==> config.mk <==
export PLATFORM = sky130hd
export DESIGN_NAME = hex_page_scheduler
export DESIGN_NICKNAME = d
export VERILOG_FILES = /design/src/rtl/pda_display_pkg.sv /design/src/rtl/page_dwell_timer.sv /design/src/rtl/hex_page_scheduler.sv
export SDC_FILE = /design/constraint.sdc
export NUM_CORES = 1
export LEC_CHECK = 0
export CORE_MARGIN = 5
export CORE_UTILIZATION = 25
export DETAILED_ROUTE_END_ITERATION = 8
export PLACE_DENSITY = 0.46
export SLEW_MARGIN = 20
export SYNTH_ARGS = -nofsm -noshare
export SYNTH_HDL_FRONTEND = slang
export SYNTH_SLANG_ARGS = --single-unit
==> constraint.sdc <==
create_clock -name clk -period 2.4 [get_ports clk]
set_input_delay 0.48 -clock clk [delete_from_list [all_inputs] [get_ports clk]]
set_output_delay 0.48 -clock clk [all_outputs]
set_load 0.02 [all_outputs]
==> src/rtl/pda_display_pkg.sv <==
// Shared types for the pixel-memory display pager.
// Holds the pager FSM encoding and the hex bank geometry.
package pda_display_pkg;

   typedef enum logic [1:0] {
      IDLE,
      REQ,
      WAIT,
      SHOW
   } page_state_t;

   localparam int HEX_DIGITS = 8;

endpackage

==> src/rtl/page_dwell_timer.sv <==
// Dwell counter for the page currently on display.
// Counts enabled cycles and flags the final cycle of the dwell period.
module page_dwell_timer #(
   parameter int CYCLES = 4
) (
   input  logic clk_i,
   input  logic reset_i,
   input  logic clear_i,
   input  logic en_i,
   output logic expired_o
);

   localparam int CW = (CYCLES > 1) ? $clog2(CYCLES) : 1;

   logic [CW-1:0] cnt_q;
   logic [CW-1:0] cnt_d;

   // clear has priority so a manual step restarts the period
   always_comb begin
      cnt_d = cnt_q;
      if (clear_i) begin
         cnt_d = '0;
      end else if (en_i) begin
         cnt_d = cnt_q + 1'b1;
      end
   end

   // counter register
   always_ff @(posedge clk_i) begin
      if (reset_i) begin
         cnt_q <= '0;
      end else begin
         cnt_q <= cnt_d;
      end
   end

   assign expired_o = (cnt_q == CW'(CYCLES - 1));

endmodule

==> src/rtl/hex_page_scheduler.sv <==
// Pages the 8-digit hex bank through a window of pixel-memory words.
// Fetches one word per page over a read handshake and holds it for a dwell period.
module hex_page_scheduler
   import pda_display_pkg::*;
#(
   parameter int                ADDR_W       = 8,
   parameter logic [ADDR_W-1:0] BASE_ADDR    = '0,
   parameter int                NUM_PAGES    = 16,
   parameter int                DWELL_CYCLES = 50_000_000,
   parameter int                TIMEOUT      = 15,
   localparam int               PW = (NUM_PAGES > 1) ? $clog2(NUM_PAGES) : 1
) (
   input  logic                    clk,
   input  logic                    reset,
   input  logic                    halt,
   input  logic                    step,
   output logic                    mem_rd_en,
   output logic [ADDR_W-1:0]       mem_addr,
   input  logic [31:0]             mem_rd_data,
   input  logic                    mem_rd_valid,
   output logic [4*HEX_DIGITS-1:0] disp_word,
   output logic [PW-1:0]           page_idx,
   output logic                    busy,
   output logic                    timeout_err
);

   localparam int TW = (TIMEOUT > 1) ? $clog2(TIMEOUT) : 1;

   page_state_t             state_q, state_d;
   logic [PW-1:0]           fetch_q, fetch_d;
   logic [PW-1:0]           page_q, page_d;
   logic [4*HEX_DIGITS-1:0] disp_q, disp_d;
   logic                    err_q, err_d;
   logic [TW-1:0]           to_q, to_d;
   logic [PW-1:0]           next_page;
   logic                    dwell_clr;
   logic                    dwell_en;
   logic                    dwell_exp;

   assign next_page = (page_q == PW'(NUM_PAGES - 1)) ? '0 : page_q + 1'b1;

   page_dwell_timer #(
      .CYCLES(DWELL_CYCLES)
   ) u_dwell (
      .clk_i    (clk),
      .reset_i  (reset),
      .clear_i  (dwell_clr),
      .en_i     (dwell_en),
      .expired_o(dwell_exp)
   );

   // next-state: fetch, wait with timeout, then dwell/halt/step in SHOW
   always_comb begin
      state_d   = state_q;
      fetch_d   = fetch_q;
      page_d    = page_q;
      disp_d    = disp_q;
      err_d     = err_q;
      to_d      = to_q;
      dwell_clr = 1'b1;
      dwell_en  = 1'b0;
      unique case (state_q)
         IDLE: begin
            state_d = REQ;
         end
         REQ: begin
            to_d    = '0;
            state_d = WAIT;
         end
         WAIT: begin
            if (mem_rd_valid) begin
               disp_d  = mem_rd_data;
               page_d  = fetch_q;
               to_d    = '0;
               state_d = SHOW;
            end else if (to_q == TW'(TIMEOUT - 1)) begin
               err_d   = 1'b1;
               page_d  = fetch_q;
               to_d    = '0;
               state_d = SHOW;
            end else begin
               to_d = to_q + 1'b1;
            end
         end
         SHOW: begin
            dwell_clr = 1'b0;
            if (halt) begin
               if (step) begin
                  fetch_d   = next_page;
                  dwell_clr = 1'b1;
                  state_d   = REQ;
               end
            end else if (dwell_exp) begin
               fetch_d = next_page;
               state_d = REQ;
            end else begin
               dwell_en = 1'b1;
            end
         end
         default: begin
            state_d = IDLE;
         end
      endcase
   end

   // state and datapath registers
   always_ff @(posedge clk) begin
      if (reset) begin
         state_q <= IDLE;
         fetch_q <= '0;
         page_q  <= '0;
         disp_q  <= '0;
         err_q   <= 1'b0;
         to_q    <= '0;
      end else begin
         state_q <= state_d;
         fetch_q <= fetch_d;
         page_q  <= page_d;
         disp_q  <= disp_d;
         err_q   <= err_d;
         to_q    <= to_d;
      end
   end

   assign busy        = (state_q == REQ) || (state_q == WAIT);
   assign mem_rd_en   = busy;
   assign mem_addr    = BASE_ADDR + ADDR_W'(fetch_q);
   assign disp_word   = disp_q;
   assign page_idx    = page_q;
   assign timeout_err = err_q;

endmodule

==> reports/qor.yml, run 1 <==
route:
  drt_iter0_drc: 102
  ant_nets: 0
  post_drt_wl_per_cell_um: 13.2
  via_count: 2835
  avgViaCountPerCell: 4.41
  drt-total-wl_um: 8510
  remaining_drc_errors: 0
  firstDrtPassIters: 4
synthesis:
  synthDistinctLibCells: 44
  synth_common_cells: "83 x nand2_1, 73 x dfxtp_1, 50 x a21oi_1"
  syn_inst: 382
  yosys.area.top_type: "dfxtp_1"
  async_flop_share_pct: 0
  synthTopCellsByArea: "dfxtp_1 46%, nand2_1 9.8%, a21oi_1 7.9%"
  synth.yosys.seq_area_share_pct: 46.1
  synth_top_area_share_pct: 46.1
  ys_seq_elements: 73
  synth-edff-count: 0
  syn_area_per_cell_um2: 8.30
  ys_warn_count: 0
  synth_top_flop_cell: "dfxtp_1"
  yosysMostFrequentCell: "nand2_1"
  synth_area_um2: 3170
cells_and_area:
  nets: 510
  diodes: 0
  fin_area_um2: 4490
  drive_above_1_share_pct: 7.22
  area_growth_pct: 41.7
  n_fill_cell: 1335
power_and_ir_drop:
  powerDensity_nw_per_um2: 782
  ir_worst_vdd_mv: 0.293
  p_leak_nw: 1.55
floorplan:
  die_area_um2: 15000
  start_util_pct: 25.3
  die_h_um: 123
  row_count: 41
  ios: 84
  fp.coreArea_um2: 12500
  die_x_um: 123
sta:
  worstMarginPinSlew_ps: 525
  layout_min_cycle_time_ps: 2280
  maxSlewViolCount: 0
  hold_viol: 0
  rsz0062_at_grt: "false"
  setup_viol: 0
  relSlewSlack_pct: 64.7
  fin_skew_ps: 8.32
  finalCritPeriodShare_pct: 95.1
  max_freq_ghz: 0.438
  final.setup.tns_ps: 0
critical_path:
  r2r_cells: 5
  required_ps: 1920
  start_kind: "register"
  crit_path_top_delay_cell: "clkdlybuf4s50_1"
  cpMostUsedCell: "inv_1"
  path_buf_inv: 3
  ff2ff_setup_slack_ps: 300
  crit_type: "register to output port"
  crit_family: "buffers and inverters"
  cp_data_arrival_time_ps: 1800
  worst_path_largest_cell_delay_ps: 620
  crit_path_max_fanout: 4
  r2r-end: "state_q[0]"
  path_cells: "inv_1 -> ha_1 -> inv_1 -> clkdlybuf4s50_1"
  end_kind: "output port"
  r2r-start: "u_dwell.cnt_q[24]"
clock_tree:
  clk_latency_ps: 330
  tritoncts: "done"
  cts.sinks: 73
  postCtsSetupRepairBufs: 0
  clkTransAtPathRegs_ps: 60
  clockRootBuffer: "clkbuf_16"
  cts_buffer_depth: 2
  htree_num_levels: 3
  cts_resized: 0
  cts-buffers-inserted: 9
  holdBufCountCts: 0
global_routing:
  grt_use_total_pct: 11.4
  grt_pass1_wl_um: 13500
  grt_overflow_total: 0
  antenna_found_initial: 0
  grt_pass1_vias: 2734
  grt_max_degree: 45
worst_hold_path:
  holdPathStages: 2
  hold_end: "disp_word[1]"
  hold_path.startpoint: "disp_word[1]"
  hp-class: "register to register"
place:
  port_buffers: 79
  placed_cell_area_um2: 4180
  hpwl_um: 6210
  routabilityCongestion: 0.765
flow_run:
  max-cap-violations: 0
outcome:
  outcome: "completed"
==> worst max path at each step <==
stage,startpoint,to,cells past startpoint
after floorplan,state_q[0],u_dwell.cnt_q[16],7
after global placement,halt,u_dwell.cnt_q[16],7
after detailed placement,halt,u_dwell.cnt_q[16],7
after CTS,state_q[0],mem_rd_en,4
after global routing,state_q[0],busy,4
final,state_q[0],mem_rd_en,4
==> sequential cells by signal, summed over array words and instances (netlist names) <==
register / flops
disp_word: 32
fetch_q: 4
page_idx: 4
state_q: 2
timeout_err: 1
to_q: 4
u_dwell.cnt_q: 26
==> worst min-delay path: stages, from the launching register on <==
cell and delay (ps):
dfxtp_1 300, nand2_1 50, a21oi_1 50
==> logic make-up (layout without fill, tap and decap cells) <==
family	Yosys count	after routing	share of synthesized area (%)
and+or+nand+nor	171	171	25.9
AOI/OAI and AO/OA	77	77	14.2
DFF	73	73	46.1
buffers and inverters	31	117	4.50
xor gates and xnor gates	14	14	3.87
muxes	8	8	2.52
adders and majority gates	7	7	2.76
other	1	4	0.118
==> cells in the final DEF, fill, tap and decap left out, types with 2 or more instances in the layout <==
cell type and n:
bufinv_16 2, clkdlybuf4s50_1 79, inv_1 8, a31o_2 2, xor2_1 7, mux2i_1 8
clkbuf_16 9, and3_1 5, clkbuf_1 2, nand2b_1 3, ha_1 7, nand3_1 6
buf_4 14, nand4b_1 3, clkinvlp_4 2, and2_1 5, or3_1 9, and4_1 2
xnor2_1 7, a21oi_1 50, a311oi_1 2, nor3_1 4, nand4_1 9, conb_1 4
o211ai_1 2, or4_1 5, a211oi_1 2, o21ai_0 9, a31oi_1 3, dfxtp_1 73
nand2_1 83, nor2_1 29
==> metrics by stage <==
stage / hold WS, ps / power (mW) / worst slack, ps / utilization, % / instances
detailed placement: 446 / 2.14 / 51.2 / 33.4 / 627
finish: 450 / 3.51 / 117 / 35.9 / 643
global placement: 441 / 2.13 / 85.4 / 33.4 / 627
CTS: 453 / 3.58 / 94.7 / 35.9 / 643
global route: 476 / 3.70 / 11.0 / 35.9 / 643
floorplan: 450 / 1.82 / 358 / - / 385
==> per-layer routing <==
layer	vias up	share of wire [%]	track usage (%)
met3	15	2.9	1.75
met5	-	0	0
met1	1297	46	14.3
met2	43	48	18.6
met4	0	2.8	6.16
li1	1480	-	-
==> layout make-up <==
type                    instances  area (um^2)  share of cell area, %
clock buffers                  11          233                   5.18
clock inverters                 5         80.1                   1.78
inverters                       8         30.0                  0.668
multi-input cells             281         1580                   35.1
flip-flops and latches         73         1460                   32.5
well taps                     172          215                   4.79
repair buffers                 93          896                   19.9
==> where the power goes <==
group	internal, mW	switching (mW)	leakage [nW]	total [mW]
sequential	1.29	0.0534	0.590	1.35
combinational	0.337	0.417	0.810	0.754
clock	0.909	0.502	0.146	1.41
No activity file was read; power rests on OpenSTA's default activity.
==> run 2: changes to the inputs <==
TNS_END_PERCENT = 5   (was unset)
==> results of run 2 <==
Final layout, timing and power as in run 1 (identical DEF).
==> run 3: changes to the inputs <==
CAP_MARGIN = 20   (was unset)
RECOVER_POWER = 25   (was unset)
SETUP_SLACK_MARGIN = 0.5   (was unset)
==> run 3 against run 2 <==
Against the previous run: via count up 0.81%; power up 0.48%; combinational power up 2.8%; register-to-register slack better by 160 ps; routed wire length up 3.9%; non-clock buffer count up 3; largest cell class unchanged; critical path depth unchanged; cell count up 0.16%; hold slack better by 0.97 ps; highest routed layer unchanged; sequential share of layout area down 0.42 points.
==> reports/qor.yml, run 3 (synthesis results as in run 1) <==
cells_and_area:
  multiInputGateArea_um2: 1630  # was 1580 um^2
  diodes: 0  # unchanged
  final_cell_mix: "83 x nand2_1, 76 x clkdlybuf4s50_1, 69 x dfxtp_1, 50 x a21oi_1, 29 x nor2_1"  # was 83 x nand2_1, 79 x clkdlybuf4s50_1, 73 x dfxtp_1, 50 x a21oi_1, 29 x nor2_1
  final_util_pct: 36.5  # was 35.9%
  n_fill_cell: 1322  # was 1335
  largest_reg_flops: 32  # unchanged
  seqCellArea_um2: 1470  # was 1460 um^2
  drive_above_1_share_pct: 10.6  # was 7.22%
  fin_area_um2: 4570  # was 4490 um^2
  area_growth_pct: 44.0  # was 41.7%
  final_cell_count_no_fill: 644  # was 643
  nets: 513  # was 510
  final_common_cell: "nand2_1"  # unchanged
global_routing:
  grt_max_degree: 45  # unchanged
  grt_overflow_total: 0  # unchanged
  grt_use_total_pct: 11.9  # was 11.4%
  antenna_found_initial: 0  # unchanged
  grt_pass1_vias: 2735  # was 2734
  grt_pass1_wl_um: 14000  # was 13500 um
critical_path:
  cp_data_arrival_time_ps: 2240  # was 1800 ps
  path_buf_inv: 2  # was 3
  worst_path_largest_cell_delay_ps: 770  # was 620 ps
  crit_path_max_fanout: 44  # was 4
  crit_type: "input pin to register"  # was register to output port
  start_kind: "input pin"  # was register
  end_kind: "register"  # was output port
  crit_family: "buffers and inverters"  # unchanged
  path_cells: "dlygate4sd3_1 -> clkbuf_2 -> o21bai_1 -> nor2_1"  # was inv_1 -> ha_1 -> inv_1 -> clkdlybuf4s50_1
  crit_path_top_delay_cell: "clkbuf_2"  # was clkdlybuf4s50_1
  required_ps: 2610  # was 1920 ps
place:
  hpwl_um: 6210  # about the same
  port_buffers: 79  # unchanged
  preCtsSetupSlack_ps: 80.4  # was 51.2 ps
  dpl.cell_count: 625  # was 627
  placed_cell_area_um2: 4180  # about the same
  routabilityCongestion: 0.731  # was 0.765
power_and_ir_drop:
  powerDensity_nw_per_um2: 773  # was 782 nW/um^2
  power_mw: 3.53  # was 3.51 mW
  p_leak_nw: 1.56  # was 1.55 nW
  ir_worst_vdd_mv: 0.546  # was 0.293 mV
sta:
  relSlewSlack_pct: 33.8  # was 64.7%
  final.setup.tns_ps: 0  # unchanged
  max_freq_ghz: 0.492  # was 0.438 GHz
  fin_hold_ws_ps: 451  # was 450 ps
  hold_viol: 0  # unchanged
  finalCritPeriodShare_pct: 84.6  # was 95.1%
  rsz0062_at_grt: "true"  # was false
  worst_slack_ps: 368  # was 117 ps
  layout_min_cycle_time_ps: 2030  # was 2280 ps
  setup_viol: 0  # unchanged
  worstMarginPinSlew_ps: 993  # was 525 ps
  fin_skew_ps: 7.16  # was 8.32 ps
  maxSlewViolCount: 0  # unchanged
route:
  drt_iter0_drc: 109  # was 102
  post_drt_wl_per_cell_um: 13.7  # was 13.2 um
  via_count: 2858  # was 2835
  firstDrtPassIters: 4  # unchanged
  drt-total-wl_um: 8840  # was 8510 um
  avgViaCountPerCell: 4.44  # was 4.41
  ant_nets: 0  # unchanged
  remaining_drc_errors: 0  # unchanged
floorplan:
  row_count: 41  # unchanged
  die_area_um2: 15000  # unchanged
  start_util_pct: 25.3  # unchanged
  ios: 84  # unchanged
  fp.coreArea_um2: 12500  # unchanged
  die_x_um: 123  # unchanged
  die_h_um: 123  # unchanged
clock_tree:
  clockRootBuffer: "clkbuf_16"  # unchanged
  clk_latency_ps: 330  # about the same
  holdBufCountCts: 0  # unchanged
  cts.sinks: 73  # unchanged
  cts_buffer_depth: 2  # unchanged
  tritoncts: "done"  # unchanged
  clkTransAtPathRegs_ps: 60  # about the same
  cts-buffers-inserted: 9  # unchanged
  htree_num_levels: 3  # unchanged
flow_run:
  max-cap-violations: 0  # unchanged
worst_hold_path:
  hp-class: "register to register"  # unchanged
outcome:
  outcome: "completed"  # unchanged
## run 3: path summary, 6_finish.rpt
kind                          from             to  slack, ps  cells past startpoint
setup / recovery             reset        to_q[3]        370                      4
hold / removal       disp_word[23]  disp_word[23]        450                      2
setup reg to reg  u_dwell.cnt_q[8]     fetch_q[0]        460                      6
hold reg to reg      disp_word[23]  disp_word[23]        450                      2
## run 3: what timing repair did
action                     CTS  global route
setup endpoints to repair   26            34
buffers inserted             5             0
pin swaps                    2             1
gates resized for setup     13             7
## run 3: cell type report
type | instances | area share, %
Multi-Input combinational cell | 281 | 35.8
Sequential cell | 73 | 32.1
Timing Repair Buffer | 96 | 20.2
Clock buffer | 11 | 5.09
Tap cell | 172 | 4.71
Clock inverter | 3 | 1.48
Inverter | 8 | 0.657
## run 3: where the power goes
group	switching, mW	total (mW)	internal, mW
Sequential	0.0652	1.36	1.30
Clock	0.491	1.39	0.899
Combinational	0.425	0.775	0.350
## run 3: worst min-delay path: stages (launching register included)
cell     delay, ps
dfxtp_1        300
nand2_1         50
a21oi_1         50
## run 3: routing by layer
layer  up-vias  share of wire [%]  global-route usage (%)
met5         -                  0                       0
met4         0                1.7                    4.83
met3         9                2.7                    2.81
met2        38                 50                    19.4
met1      1335                 46                    15.3
li1       1476                  -                       -
==> RTL change, RTL diff (flow settings as in run 1) <==
Register the inputs `halt`, `step`, `mem_rd_data` and `mem_rd_valid` before use, without a reset. The logic sees them one clock later.
--- a/src/rtl/hex_page_scheduler.sv
+++ b/src/rtl/hex_page_scheduler.sv
@@ -25,6 +25,18 @@
 );
 
    localparam int TW = (TIMEOUT > 1) ? $clog2(TIMEOUT) : 1;
+
+   logic halt_q;
+   logic step_q;
+   logic [31:0] mem_rd_data_q;
+   logic mem_rd_valid_q;
+
+   always_ff @(posedge clk) begin
+      halt_q         <= halt;
+      step_q         <= step;
+      mem_rd_data_q  <= mem_rd_data;
+      mem_rd_valid_q <= mem_rd_valid;
+   end
 
    page_state_t             state_q, state_d;
    logic [PW-1:0]           fetch_q, fetch_d;
@@ -68,8 +80,8 @@
             state_d = WAIT;
          end
          WAIT: begin
-            if (mem_rd_valid) begin
-               disp_d  = mem_rd_data;
+            if (mem_rd_valid_q) begin
+               disp_d  = mem_rd_data_q;
                page_d  = fetch_q;
                to_d    = '0;
                state_d = SHOW;
@@ -84,8 +96,8 @@
          end
          SHOW: begin
             dwell_clr = 1'b0;
-            if (halt) begin
-               if (step) begin
+            if (halt_q) begin
+               if (step_q) begin
                   fetch_d   = next_page;
                   dwell_clr = 1'b1;
                   state_d   = REQ;
Behaviour: not the same (a bounded check fails within 4 cycles, from zero or initial values and one cycle with reset high).
==> RTL change against run 1 <==
  * Final area rose by 16%
  * First-iteration DRC count rose by 120%
  * Final cell count rose by 6.5%
  * Synthesized area rose by 22%
  * Wire length rose by 8.6%
  * Power rose by 21%
  * Sequential cell count rose by 35
  * Worst setup slack got worse by 45 ps
  * Clock power rose by 6%
==> RTL change: results (changes against run 1) <==
metric,value,unit,change
Hold EP,disp_word[31],,was disp_word[1]
Total GRT Usage,10.5,%,was 11.4%
Vias,3031,,was 2835
synth top area cells,"dfxtp_1 56%, nand2_1 7.5%, a21oi_1 6.1%, nor2_1 2.7%, ha_1 2.3%",,"was dfxtp_1 46%, nand2_1 9.8%, a21oi_1 7.9%, nor2_1 3.4%, ha_1 2.8%"
slowest CP cell,or4_4,,was clkdlybuf4s50_1
gpl congestion,0.729,,was 0.765
post-DR wirelength/cell,13.5,µm,was 13.2 µm
commonest cells in the netlist,"108 x dfxtp_1, 77 x nand2_1, 47 x a21oi_1",,"was 83 x nand2_1, 73 x dfxtp_1, 50 x a21oi_1"
status,"complete, no violations",,unchanged
Reg power frac,46.5,%,was 38.4%
"Distinct cells, synth",45,,was 44
r2r setup slk,70,ps,was 300 ps
Reg2Reg Depth,6,,was 5
share of cells above drive strength 1,8.27,%,was 7.22%
met2 Use GR,16.9,%,was 18.6%
multiplexer share of the synthesized area,1.29,%,was 2.52%
crit end category,flip-flop,,was output port
WP data arrival,2590,ps,was 1800 ps
"Seq/Total Area, Yosys",55.9,%,was 46.1%
first-pass GRT wire length,15.0,mm,was 13.5 mm
worst slack at placement,38.0,ps,was 51.2 ps
adder-cell share of the synthesized area,2.27,%,was 2.76%
Final #Nets,536,,was 510
met2 wire length,4.19,mm,was 4.11 mm
Detailed Place HPWL,6.43,mm,was 6.21 mm
fillers,1550,,was 1335
met3 routed WL,958,µm,was 244 µm
cell family with most CP delay,simple AND/OR/NAND/NOR gates,,was buffers and inverters
measured slew at the worst slew-check pin,548,ps,was 525 ps
Placement Cell Area,4890,µm²,was 4180 µm²
vias per inst,4.42,,was 4.41
Worst Path Max Fanout,8,,was 4
WL met1,3.98,mm,was 3.92 mm
min Tclk post-route,2330,ps,was 2280 ps
Synth Area in Compound Gates,12.0,%,was 14.2%
hold_ws,435,ps,was 450 ps
Net Sw Power,1.18,mW,was 0.972 mW
hold path start,mem_rd_data_q[31],,was disp_word[1]
first-iteration detailed-routing DRC count,221,,was 102
switching part of the total power,27.7,%,about the same
critical path startpoint,u_dwell.cnt_q[8],,was state_q[0]
==> RTL change: changes by cell type in the layout (fill, tap and decap cells not counted), sizes merged, moves of 3 or more <==
cell / before / now
mux2i: 8 / 5
dfxtp: 73 / 108
nand2: 83 / 77
xor2: 7 / 10
a21oi: 50 / 47
and3: 5 / 8
xnor2: 7 / 10
==> RTL change: final cells by class <==
| cell class | instances | area, µm² | share of cell area [%] |
|---|---|---|---|
| Sequential cell | 108 | 2160 | 41.6 |
| Antenna cell | 1 | 2.50 | 0.0481 |
| Clock buffer | 10 | 229 | 4.40 |
| Timing Repair Buffer | 93 | 911 | 17.5 |
| Tap cell | 188 | 235 | 4.52 |
| Multi-Input combinational cell | 274 | 1570 | 30.2 |
| Clock inverter | 5 | 65.1 | 1.25 |
| Inverter | 6 | 22.5 | 0.433 |
==> RTL change: worst reg2reg max path, cell delays in order (launching register included) <==
cell      delay (ps)
dfxtp_1          320
or4b_1           530
or4_4            610
o41ai_4          290
buf_4            190
a21oi_1           70
a311oi_1         240
